--- src/rtl/snap64_capture_ctrl.sv ---
// Capture sequencer for the snap64 snapshot buffer: arms on a software edge,
// waits for an immediate or external trigger, then fills one BRAM depth of samples.
module snap64_capture_ctrl #(
  parameter int ADDR_W = 11,
  parameter int DATA_W = 64
) (
  input  logic              user_clk,
  input  logic              user_rst,
  input  logic [31:0]       ctrl_in,
  input  logic              ext_trig,
  input  logic [DATA_W-1:0] din,
  input  logic              din_valid,
  output logic              bram_we,
  output logic [ADDR_W-1:0] bram_addr,
  output logic [DATA_W-1:0] bram_data,
  output logic [31:0]       status_out
);

  localparam logic [1:0] S_IDLE    = 2'd0;
  localparam logic [1:0] S_ARMED   = 2'd1;
  localparam logic [1:0] S_CAPTURE = 2'd2;
  localparam logic [1:0] S_DONE    = 2'd3;

  logic [1:0]        state;
  logic              arm_q;
  logic              done;
  logic [ADDR_W-1:0] wr_ptr;
  logic [ADDR_W:0]   count;

  logic arm_pulse;
  logic trig_sel;
  logic valid_gate;
  logic abort;
  logic wr_cond;
  logic last_wr;
  logic unused_ctrl;

  assign arm_pulse   = ctrl_in[0] & ~arm_q;
  assign trig_sel    = ctrl_in[1];
  assign valid_gate  = ctrl_in[2];
  assign abort       = ctrl_in[3];
  assign wr_cond     = ~valid_gate | din_valid;
  assign last_wr     = (wr_ptr == {ADDR_W{1'b1}});
  assign unused_ctrl = ^ctrl_in[31:4];

  // NOTE: every register here uses <= so all of them see the same pre-edge values.
  always_ff @(posedge user_clk or posedge user_rst) begin
    if (user_rst) begin
      state     <= S_IDLE;
      arm_q     <= 1'b0;
      done      <= 1'b0;
      wr_ptr    <= '0;
      count     <= '0;
      bram_we   <= 1'b0;
      bram_addr <= '0;
      bram_data <= '0;
    end else begin
      arm_q   <= ctrl_in[0];
      bram_we <= 1'b0;
      case (state)
        S_IDLE, S_DONE: begin
          // Abort outranks a simultaneous arm edge: stay put.
          if (arm_pulse && !abort) begin
            state  <= S_ARMED;
            count  <= '0;
            wr_ptr <= '0;
            done   <= 1'b0;
          end
        end
        S_ARMED: begin
          if (abort) begin
            state <= S_IDLE;
          end else if (!trig_sel || ext_trig) begin
            state <= S_CAPTURE;
          end
        end
        S_CAPTURE: begin
          if (abort) begin
            state <= S_IDLE;
          end else if (wr_cond) begin
            bram_we   <= 1'b1;
            bram_addr <= wr_ptr;
            bram_data <= din;
            wr_ptr    <= wr_ptr + 1'b1;
            count     <= count + 1'b1;
            if (last_wr) begin
              state <= S_DONE;
              done  <= 1'b1;
            end
          end
        end
        default: state <= S_IDLE;
      endcase
    end
  end

  // Status is decoded straight from the state registers, so it never lags the FSM.
  always_comb begin
    status_out             = '0;
    status_out[31]         = done;
    status_out[30]         = (state == S_ARMED);
    status_out[29]         = (state == S_CAPTURE);
    status_out[ADDR_W:0]   = count;
  end

endmodule
--- config.mk ---
export PLATFORM = sky130hd
export DESIGN_NAME = snap64_capture_ctrl
export DESIGN_NICKNAME = d
export VERILOG_FILES = /design/src/rtl/snap64_capture_ctrl.sv
export SDC_FILE = /design/constraint.sdc
export NUM_CORES = 1
export LEC_CHECK = 0
export ABC_CLOCK_PERIOD_IN_PS = 4320
export CAP_MARGIN = 10
export CELL_PAD_IN_SITES_DETAIL_PLACEMENT = 1
export CELL_PAD_IN_SITES_GLOBAL_PLACEMENT = 1
export CORE_AREA = 2 2 123 125
export CTS_BUF_LIST = sky130_fd_sc_hd__clkbuf_8 sky130_fd_sc_hd__clkbuf_16
export CTS_CLUSTER_SIZE = 14
export DETAILED_ROUTE_END_ITERATION = 8
export DIE_AREA = 0 0 125 127
export PLACE_DENSITY = 0.79
export REMOVE_ABC_BUFFERS = 1
export SLEW_MARGIN = 40
export SYNTH_ARGS = -nofsm -noshare
export SYNTH_HDL_FRONTEND = slang
export SYNTH_SLANG_ARGS = --single-unit
export TNS_END_PERCENT = 1
--- constraint.sdc ---
create_clock -name user_clk -period 4.32 [get_ports user_clk]
set_input_delay 0.432 -clock user_clk [delete_from_list [all_inputs] [get_ports user_clk]]
set_output_delay 0.432 -clock user_clk [all_outputs]
set_load 0.02 [all_outputs]
* Word level (Yosys, flattened, before mapping)
Cells that the tools add are included.
** Operators by class
- Bitwise gates (word level) :: 5
- Reductions and logical operators :: 11
- Eq/ne operators :: 11
- Multiplexer cells :: 23
- Add/subtract/negate cells :: 2
** Operator list (count)
- 12-bit two-way mux :: 3
- 11-bit two-way mux :: 3
- 12-bit case mux with 2 select lines :: 1
- 11-bit case mux with 2 select lines :: 1
- 12-bit by 1-bit adder with 12-bit output (second input constant) :: 1
- 2-bit two-way mux :: 6
- 11-bit by 1-bit adder with 11-bit output (second input constant) :: 1
- 11-bit == test (second input constant) :: 1
- 3-bit by 2-bit != test with 1-bit output (second input constant) :: 3
- 4-bit AND reduction :: 2
- 1-bit two-way mux :: 7
- 2-bit case mux with 3 select lines :: 1
- 5-bit AND reduction :: 1
- 2-bit == test (second input constant) :: 2
- 2-bit by 1-bit != test with 1-bit output (second input constant) :: 2
- 2-bit != test (second input constant) :: 2
- 1-bit NOT :: 3
- 3-bit AND reduction :: 1
- 2-bit by 1-bit == test with 1-bit output (second input constant) :: 1
- 1-bit logical NOT :: 2
- 2-bit logical NOT :: 1
- 1-bit case mux with 2 select lines :: 1
- 2-bit nonzero test :: 1
- 2-bit OR reduction :: 1
- 4 further kinds :: 4
** Word-level totals
- Register bits :: 103
- Bits of input ports :: 100

* Depth between registers and ports, before layout
- Depth after elaboration :: 5
- Gate-level depth with buffers :: 8
- Gate-level depth less buffers :: 6

* Worst setup path after synthesis
No wires, ideal clock.
- Path kind :: reg2reg
- Start point :: register state[0]
- End point :: register bram_data[0]
- Buffers on the path :: 2
- Setup slack :: 2356 ps
- Library setup time :: 125 ps
- Required time :: 4195 ps
- Stages on the path, launching flop included :: 8
- Arrival time :: 1839 ps
- Cell sequence :: dfrtp_1 inv_1 ha_1 and2b_1 and2_1 clkbuf_1 buf_2 mux2_2
** Between the ends
- Cells in the longest elaborated chain, start to end :: 2
** RTL lines
- from (decl) :: RTL line 24 : logic [1:0] state;
- from (signal assigned) :: RTL line 49 : state <= S_IDLE;
- from (signal assigned) :: RTL line 64 : state <= S_ARMED;
- from (signal assigned) :: RTL line 72 : state <= S_IDLE;
- 2-bit == test
- via status_out[29] :: RTL line 16 : output logic [31:0] status_out
- 3-bit AND reduction (no line)
- to (signal assigned) :: RTL line 83 : bram_data <= din;
- to (decl) :: RTL line 15 : output logic [DATA_W-1:0] bram_data,
The timed path passes the listed nets, and every way through them passes these cells.
A chain may end at the register's enable or synchronous reset.

* Final worst setup path
- Start point :: register state[0]
- End point :: register bram_data[57]
** Between the ends
- Cells in the longest elaborated chain, start to end :: 2
** RTL lines
- 2-bit == test :: RTL line 60 : case (state)
- 3-bit AND reduction (no line)
No other way between the ends.

==> metrics <==
post-synthesis compound-gate area fraction=2.58%; sequential share of the synthesized area=56.6%; first-iteration detailed-routing DRC count=127; Total GRT Usage=15.3%; Netlist cell types=37; total power=4.05 mW; status=completed; worst r2r src=state[0]; WL per Instance=16.9 um; critical path required time=4.55 ns; area delta synth->final=44.8%; Final Cell Area=0.00659 mm^2; Slew HR=56.7%; clk slew on worst S/H paths=0.08 ns; Setup crit start=state[0]; pwr dens=615 mW/mm^2; Non-Filler Instances=701; core outline area=0.0144 mm^2; worst-path fanout max=41; # hold bufs at CTS=0; slack of the critical path=1.69 ns; Core Rows=44; multiplexer share of the synthesized area=22.3%; Data arrival, critical path=2.86 ns; antenna cell count=0; Crit Path Category=register to register; Final Util=45.7%; Tcrit/Tclk final=60.9%; CTS Buffer Depth=2; worst skew pair latency=0.35 ns; setup_tns=0 ns; Die Area=0.0159 mm^2; CTS tree=yes; Most used DFF post-synth=dfrtp_1; Overflow after GRT=0; I/O Buffers=162; Num CTS Buffers=9; Setup WS pre-CTS=1.69 ns; clock sink count=103; Hold Path Class=register to register; vias=3314; # setup viols final=0; Ys Warns=0; CTS Root Cell=clkbuf_16; worst slew pin tran=0.649 ns; Crit. End Element=register; Post-synth EDFFs=0; XOR/XNOR share of the synthesized area=0%; Peak supply drop=0.000300 V; RSZ-0062 raised after global routing=no; Adder-Cell Fraction of Synth Area=1.10%; Final HPWL DP=8350 um; Nets=616; Hold Crit Start=done; io pins=208; fin crit period=2.63 ns; first-pass iteration count of the detailed router=4; Synth Cell Area=0.00455 mm^2; most frequent cells in the layout=clkdlybuf4s50_1, dfrtp_1, mux2_2; flops & latches, synth=103; Final Hold Vio Count=0; # placed instances=685; Die Width=125 um; syn_area_per_cell=12.7 um^2; max-cap violation count=0; depth of the CTS H-tree=3; skew final=0.00968 ns; Max Slew Vio Count=0; post-CTS setup buffer count=0; initial antenna violation count=0; startpoint types=register; Antenna Nets Post-Route=0; Synth Area in Simple Gates=12.2%; Hold Worst Slack=0.479 ns; Placed Area=0.00628 mm^2; vias per cell=4.73; drc violations=0; main combinational cell family by area after synthesis=multiplexers; Initial Util=31.5%; first-pass GRT wire length=19300 um; WL final=11800 um; Die Ht=127 um; Cells after Synth=357; post-CTS sizing=0; share of layout cells above drive strength 1=19.5%; most common cell after layout, fill and taps aside=clkdlybuf4s50_1; placer congestion estimate=0.722; fraction of registers with async set/reset=100%; vias in the first global route=3614; fmax=0.380 GHz; largest net degree at the start of global routing=87; Static Leak=2.88 nW
power breakdown:
group	internal, mW	switching [mW]
sequential	1.27	0.162
clock	0.451	0.381
combinational	0.880	0.908
kinds of logic after synthesis:
kind of cell	Yosys count
other cells	1
simple gates	101
buf+inv	39
flops	103
fa+ha+maj	4
compound gates	17
mux	92
critical path, stage by stage, from the launching register on:
cell,delay (ns)
dfrtp_1,0.40
inv_1,0.08
ha_1,0.46
and2b_1,0.31
and2_4,0.54
buf_12,0.29
mux2_2,0.37
final timing paths:
kind | slack [ns] | cells past startpoint | endpoint
hold / removal | 0.48 | 2 | done
max in group asynchronous | 3.03 | 3 | state[1]
hold reg to reg | 0.48 | 2 | done
setup / recovery | 1.69 | 6 | bram_data[57]
min in group asynchronous | 0.59 | 2 | bram_data[61]
setup reg to reg | 1.69 | 6 | bram_data[57]
final cells by class:
| type | instances | area, um^2 |
|---|---|---|
| clock inverter | 7 | 72.6 |
| clock buffer | 9 | 225 |
| multi-input combinational | 231 | 1810 |
| sequential | 103 | 2580 |
| tap | 184 | 230 |
| timing repair buffer | 164 | 1650 |
| fill | 1522 | 7840 |
| inverter | 3 | 18.8 |
state kept, by name (all words and copies together) (netlist names):
name and flops:
bram_data 64, done 1, arm_q 1, bram_we 1, count 12, bram_addr 11, state 2, wr_ptr 11
cells in the mapped netlist, drive strengths merged (3+ instances only):
library cell  number  area share [%]
a21oi              3            0.41
nand2             28             2.3
mux2i             16             3.5
nand4b             3            0.58
nor2               6            0.49
inv                3            0.25
nor4               6            0.82
nand2b            19             2.6
clkbuf             7            0.58
nand4             10             1.4
nand3             11             1.2
dfrtp            103              57
buf               29             4.3
mux2              76              19
ha                 4             1.1
nor3               5            0.55
and2               4            0.60
o21ai              4            0.44
layer usage:
layer  vias up  wire, um  GRT usage (%)
met1      1661      4650           17.7
met2       110      5980           25.7
met4         0       182           5.62
met3        14      1000           6.07
met5         -         0              0
li1       1529         -              -
(Power assumes the default switching activity.)
